--- src/rtl/sa2x2_pkg.sv ---
// Shared types and constants for the 2x2 systolic-array job sequencer.
package sa2x2_pkg;

  localparam int SA_N       = 2;
  localparam int FEED_STEPS = 2 * SA_N;
  localparam int CNT_W      = $clog2(FEED_STEPS);
  localparam int SA_DW_DEF  = 16;
  localparam int SA_AW_DEF  = 32;

  typedef enum logic [2:0] {
    IDLE,
    CLEAR,
    FEED,
    DRAIN,
    DONE
  } sa2x2_state_t;

endpackage

--- src/rtl/sa2x2_feed.sv ---
// Combinational operand skew: PE(i,j) sees A[i][k] / B[k][j] with k = t-i-j,
// or zero when k falls outside the reduction range or feeding is disabled.
module sa2x2_feed
  import sa2x2_pkg::*;
#(
  parameter int DW = SA_DW_DEF
) (
  input  logic [0:SA_N-1][0:SA_N-1][DW-1:0] a_i,
  input  logic [0:SA_N-1][0:SA_N-1][DW-1:0] b_i,
  input  logic [CNT_W-1:0]                  step_i,
  input  logic                              feed_en_i,
  output logic [0:SA_N-1][0:SA_N-1][DW-1:0] inputt_o,
  output logic [0:SA_N-1][0:SA_N-1][DW-1:0] weight_o
);

  localparam int KW = $clog2(SA_N);

  for (genvar gi = 0; gi < SA_N; gi++) begin : g_row
    for (genvar gj = 0; gj < SA_N; gj++) begin : g_col
      // Signed so that early steps (t < i+j) go negative instead of wrapping.
      logic signed [CNT_W+1:0] k;
      logic                    hit;

      assign k   = $signed({2'b00, step_i}) - (CNT_W+2)'(gi + gj);
      assign hit = feed_en_i && (k >= 0) && (k < (CNT_W+2)'(SA_N));

      assign inputt_o[gi][gj] = hit ? a_i[gi][k[KW-1:0]] : '0;
      assign weight_o[gi][gj] = hit ? b_i[k[KW-1:0]][gj] : '0;
    end
  end

endmodule

--- src/rtl/sa2x2_ctrl.sv ---
// Job sequencer for the 2x2 output-stationary array: accept A/B, clear, feed skewed
// operands, drain PE latency, present C. Optional counters under SA2X2_CTRL_PERF_EN.
module sa2x2_ctrl
  import sa2x2_pkg::*;
#(
  parameter int DW     = SA_DW_DEF,
  parameter int AW     = SA_AW_DEF,
  parameter int PE_LAT = 1
) (
  input  logic                              clk,
  input  logic                              rst,
  input  logic                              in_valid,
  output logic                              in_ready,
  input  logic [0:SA_N-1][0:SA_N-1][DW-1:0] a_mat,
  input  logic [0:SA_N-1][0:SA_N-1][DW-1:0] b_mat,
  output logic                              arr_rst,
  output logic [0:SA_N-1][0:SA_N-1][DW-1:0] arr_inputt,
  output logic [0:SA_N-1][0:SA_N-1][DW-1:0] arr_weight,
  input  logic [0:SA_N-1][0:SA_N-1][AW-1:0] arr_outputt,
  output logic                              out_valid,
  input  logic                              out_ready,
  output logic [0:SA_N-1][0:SA_N-1][AW-1:0] c_mat
`ifdef SA2X2_CTRL_PERF_EN
  ,
  output logic [15:0]                       job_cnt,
  output logic [31:0]                       stall_cnt
`endif
);

  localparam logic [CNT_W-1:0] LAST_FEED  = CNT_W'(FEED_STEPS - 1);
  localparam logic [CNT_W-1:0] LAST_DRAIN = CNT_W'(PE_LAT - 1);

  sa2x2_state_t state_q, state_d;
  logic [CNT_W-1:0] step_q, step_d;
  logic in_ready_q, in_ready_d;
  logic out_valid_q, out_valid_d;
  logic [0:SA_N-1][0:SA_N-1][AW-1:0] c_q, c_d;
  logic [0:SA_N-1][0:SA_N-1][DW-1:0] a_q, a_d, b_q, b_d;
  logic feed_en;

  always_comb begin
    state_d     = state_q;
    step_d      = step_q;
    out_valid_d = out_valid_q;
    c_d         = c_q;
    a_d         = a_q;
    b_d         = b_q;
    feed_en     = 1'b0;

    unique case (state_q)
      IDLE: begin
        if (in_valid && in_ready_q) begin
          a_d     = a_mat;
          b_d     = b_mat;
          state_d = CLEAR;
        end
      end
      CLEAR: begin
        step_d  = '0;
        state_d = FEED;
      end
      FEED: begin
        feed_en = 1'b1;
        if (step_q == LAST_FEED) begin
          step_d  = '0;
          state_d = DRAIN;
        end else begin
          step_d = step_q + 1'b1;
        end
      end
      DRAIN: begin
        if (step_q == LAST_DRAIN) begin
          c_d         = arr_outputt;
          out_valid_d = 1'b1;
          state_d     = DONE;
        end else begin
          step_d = step_q + 1'b1;
        end
      end
      DONE: begin
        // in_ready is low here, so a new job can never overlap the result handshake.
        if (out_ready) begin
          out_valid_d = 1'b0;
          state_d     = IDLE;
        end
      end
      default: state_d = IDLE;
    endcase

    in_ready_d = (state_d == IDLE);
  end

  always_ff @(posedge clk) begin
    if (!rst) begin
      state_q     <= IDLE;
      step_q      <= '0;
      in_ready_q  <= 1'b0;
      out_valid_q <= 1'b0;
      c_q         <= '0;
      a_q         <= '0;
      b_q         <= '0;
    end else begin
      state_q     <= state_d;
      step_q      <= step_d;
      in_ready_q  <= in_ready_d;
      out_valid_q <= out_valid_d;
      c_q         <= c_d;
      a_q         <= a_d;
      b_q         <= b_d;
    end
  end

  sa2x2_feed #(
    .DW(DW)
  ) u_feed (
    .a_i      (a_q),
    .b_i      (b_q),
    .step_i   (step_q),
    .feed_en_i(feed_en),
    .inputt_o (arr_inputt),
    .weight_o (arr_weight)
  );

  assign arr_rst   = rst & (state_q != CLEAR);
  assign in_ready  = in_ready_q;
  assign out_valid = out_valid_q;
  assign c_mat     = c_q;

`ifdef SA2X2_CTRL_PERF_EN
  logic [15:0] job_cnt_q;
  logic [31:0] stall_cnt_q;

  always_ff @(posedge clk) begin
    if (!rst) begin
      job_cnt_q   <= '0;
      stall_cnt_q <= '0;
    end else if (state_q == DONE) begin
      if (out_ready) begin
        job_cnt_q <= job_cnt_q + 16'd1;
      end else if (stall_cnt_q != '1) begin
        stall_cnt_q <= stall_cnt_q + 32'd1;
      end
    end
  end

  assign job_cnt   = job_cnt_q;
  assign stall_cnt = stall_cnt_q;
`endif

endmodule

--- config.mk ---
export PLATFORM = sky130hd
export DESIGN_NAME = sa2x2_ctrl
export DESIGN_NICKNAME = d
export VERILOG_FILES = /design/src/rtl/sa2x2_pkg.sv /design/src/rtl/sa2x2_feed.sv /design/src/rtl/sa2x2_ctrl.sv
export SDC_FILE = /design/constraint.sdc
export NUM_CORES = 1
export LEC_CHECK = 0
export ABC_CLOCK_PERIOD_IN_PS = 1800
export BUFFER_PORTS_ARGS = -buffer_cell sky130_fd_sc_hd__buf_2
export CAP_MARGIN = 15
export CORE_AREA = 2 2 201 203
export DETAILED_ROUTE_END_ITERATION = 10
export DIE_AREA = 0 0 203 205
export PLACE_DENSITY = 0.6
export SLEW_MARGIN = 0
export SYNTH_ARGS = -nofsm -noshare
export SYNTH_HDL_FRONTEND = slang
export SYNTH_HIERARCHICAL = 1
export SYNTH_SLANG_ARGS = --single-unit
--- constraint.sdc ---
create_clock -name clk -period 1.8 [get_ports clk]
set_clock_uncertainty 0.15 [all_clocks]
set_input_delay 0.09 -clock clk [delete_from_list [all_inputs] [get_ports clk]]
set_output_delay 0.09 -clock clk [all_outputs]
set_load 0.05 [all_outputs]
==> impl_metrics.env <==
export IMPL_max_cap_violations=0
export IMPL_finalNetCount=2646
export IMPL_crit_path_cell_trace="nand2b_4 -> nor2_4 -> buf_6 -> buf_4 -> buf_16 -> nand2_1 -> o22ai_4 -> buf_6"
export IMPL_rsz0062_at_grt="yes"
export IMPL_drt_pass1_iterations=5
export IMPL_clk_path_buf_depth=3
export IMPL_hold_ws_ps=170
export IMPL_multi_input_area_sq_um=8090
export IMPL_cts_buffers=29
export IMPL_drt_iter0_markers=714
export IMPL_gp_congestion=0.892
export IMPL_grt_ovfl_total=0
export IMPL_ys_warn_count=6
export IMPL_post_route_period_util=1.30
export IMPL_path_class="reg2out"
export IMPL_syn_mean_instance_area_sq_um=8.09
export IMPL_startpoint_type="flop"
export IMPL_wirelength_microns=59400
export IMPL_floorplan_initialDensity=0.312
export IMPL_slew_headroom=0.243
export IMPL_grt_pass1_wl_microns=79800
export IMPL_detail_route_wl_per_cell_microns=20.3
export IMPL_synth_edf_count=0
export IMPL_dp_hpwl_microns=34500
export IMPL_crit_path_max_incr_delay_ps=320
export IMPL_synth_ff_latch_count=263
export IMPL_critPathTopFamily="buffers and inverters"
export IMPL_routed_via_density=4.98
export IMPL_drtAntennaViolNets=0
export IMPL_synthArstFlopShare=0
export IMPL_final_max_slew_viol_count=0
export IMPL_track_usage=0.243
export IMPL_peakVddDrop_mv=0.749
export IMPL_ys_types=31
export IMPL_syn_area_sq_um=12300
export IMPL_cts_tree="done"
export IMPL_dieArea_sq_um=41600
export IMPL_violations="setup timing"
export IMPL_clkSinkCount=263
export IMPL_route_met2_wl_microns=29900
export IMPL_drive_gt1_frac=0.411
export IMPL_crit_slowest_cell="dfxtp_2"
export IMPL_wl_met3_microns=3710
export IMPL_die_h_microns=205
export IMPL_power_uw=15300
export IMPL_grt_max_degree=78
export IMPL_syn_num_nets=1782
export IMPL_outcome="finished, violations left"
export IMPL_power_density_nw_per_um2=635
export IMPL_cpMostUsedCell="buf_6"
export IMPL_ctsHtreeMaxLevel=1
export IMPL_drc_errors=0
export IMPL_clockRootBuffer="clkbuf_16"
export IMPL_fin_setup_tns_ps=-59810
export IMPL_min_path_type="in2reg"
export IMPL_core_area_sq_um=39400
export IMPL_cp_required_ps=1560
export IMPL_clk_pin_slew_ps=60
export IMPL_antenna_found_initial=0
export IMPL_wirelength_met1_microns=22100
export IMPL_ios=519
export IMPL_setup_viol=163
export IMPL_leakagePower_uw=0.00955
export IMPL_worst_slew_pin_slew_ps=1130
export IMPL_vias=14600
export IMPL_die_w_microns=203
export IMPL_crit_buf_inv=4
export IMPL_nFillCells=2939
export IMPL_rows=73
export IMPL_diodes=0
export IMPL_regArea_sq_um=5270
export IMPL_crit_path_end_kind="output pin"
export IMPL_grt_pass1_vias=14400
export IMPL_crit_arrival_ps=2100
export IMPL_hold_viol=0
export IMPL_synth_flop_cell="dfxtp_1"
export IMPL_synth_cells=1520
export IMPL_clk_latency_ps=550
export IMPL_layout_setup_ws_ps=-538
export IMPL_port_buffers=518
export IMPL_synthToLayoutAreaGrowth_pct=95.9
export IMPL_period_minus_slack_ps=2340
export IMPL_fmax_mhz=428
export IMPL_ys_seq_area_frac=0.428
export IMPL_top_layer="met4"
export IMPL_crit_path_max_fanout=6
==> worst paths after layout <==
check,from,end,slack [ps],cells after the start
setup / recovery,state_q[2]$_SDFF_PN0_,arr_weight[26],-540,8
hold reg to reg,c_mat[70]$_SDFFE_PN0P_,c_mat[70]$_SDFFE_PN0P_,300,2
hold / removal,b_mat[4],b_q[4]$_SDFFE_PN0P_,170,4
setup reg to reg,step_q[0]$_SDFFE_PN0P_,c_mat[1]$_SDFFE_PN0P_,-70,9
==> cell type report <==
class | instances | share of cell area
repair buffers | 964 | 0.373
multi-input cells | 1118 | 0.336
flip-flops and latches | 263 | 0.219
clock buffers | 35 | 0.0323
well taps | 525 | 0.0273
clock inverters | 17 | 0.0112
inverters | 8 | 0.00135
==> registers in the layout, summed over array words and instances, names as in the netlist <==
| signal | count |
|---|---|
| b_q | 64 |
| c_mat | 128 |
| out_valid | 1 |
| state_q | 3 |
| in_ready | 1 |
| step_q | 2 |
| a_q | 64 |
==> synthesized netlist by cell type, drive strengths merged, types with 2 or more instances <==
| cell type | instances | area, sq um |
|---|---|---|
| clkbuf | 49 | 184 |
| o32ai | 6 | 67.6 |
| mux2i | 194 | 1940 |
| nand2b | 7 | 58.8 |
| a21boi | 130 | 976 |
| nor2 | 66 | 248 |
| a21oi | 2 | 10.0 |
| and4b | 2 | 20.0 |
| ha | 2 | 25.0 |
| buf | 82 | 617 |
| dfxtp | 263 | 5270 |
| o22ai | 58 | 363 |
| nand2 | 639 | 2400 |
| inv | 8 | 30.0 |
==> power breakdown <==
part / internal, uW / total, uW / switching [uW]
registers: 6010 / 6220 / 205
clock network: 4070 / 6600 / 2530
logic: 1320 / 2460 / 1140
total: 11400 / 15300 / 3880
==> stage by stage <==
stage               instances  setup slack [ps]  cell area (sq um)  utilization
floorplan                1520              -134              13400            -
global placement         2526             -29.0              17100        0.434
detailed placement       2526             -75.1              17100        0.434
CTS                      2891              -537              22400        0.569
global route             2930              -625              24100        0.611
finish                   2930              -538              24100        0.611
==> tightest hold or removal path, delay by kind of cell <==
kind,cells,cell delay (ps)
buffers and inverters,2,640
multiplexers,1,50
AND/OR/NAND/NOR,1,40
==> cells by family after synthesis <==
kind of cell,synth area share
compound gates,0.119
fa+ha+maj,0.00204
buf+inv,0.0676
flops,0.428
mux,0.158
simple gates,0.225
==> placed cells by master (no fill, tap or decap), drive strengths merged, types with 2 or more instances in the layout <==
cell type      n
and4b          2
buf          652
nand2b         7
clkinv         7
dlygate4sd3  286
nor2          66
clkbuf        57
bufbuf         3
mux2i        194
o32ai          6
ha             2
clkinvlp       2
a21boi       130
o22ai         58
dfxtp        263
a21oi          2
inv            9
bufinv         7
nand2        639
==> per-layer routing <==
metal  vias to the layer above  track usage
met1                      6923        0.274
met4                         0        0.130
li1                       6745            -
met2                       726        0.438
met5                         -            0
met3                       201       0.0406
==> repair_timing <==
item                       in CTS  in global routing
gates cloned                    8                 28
setup endpoints to repair     138                377
hold buffers                  288                  0
pin swaps                       4                 88
resized for setup             297                326
buffers inserted               17                 13
hold endpoints to repair      263                  0
(Power assumes the default switching activity.)
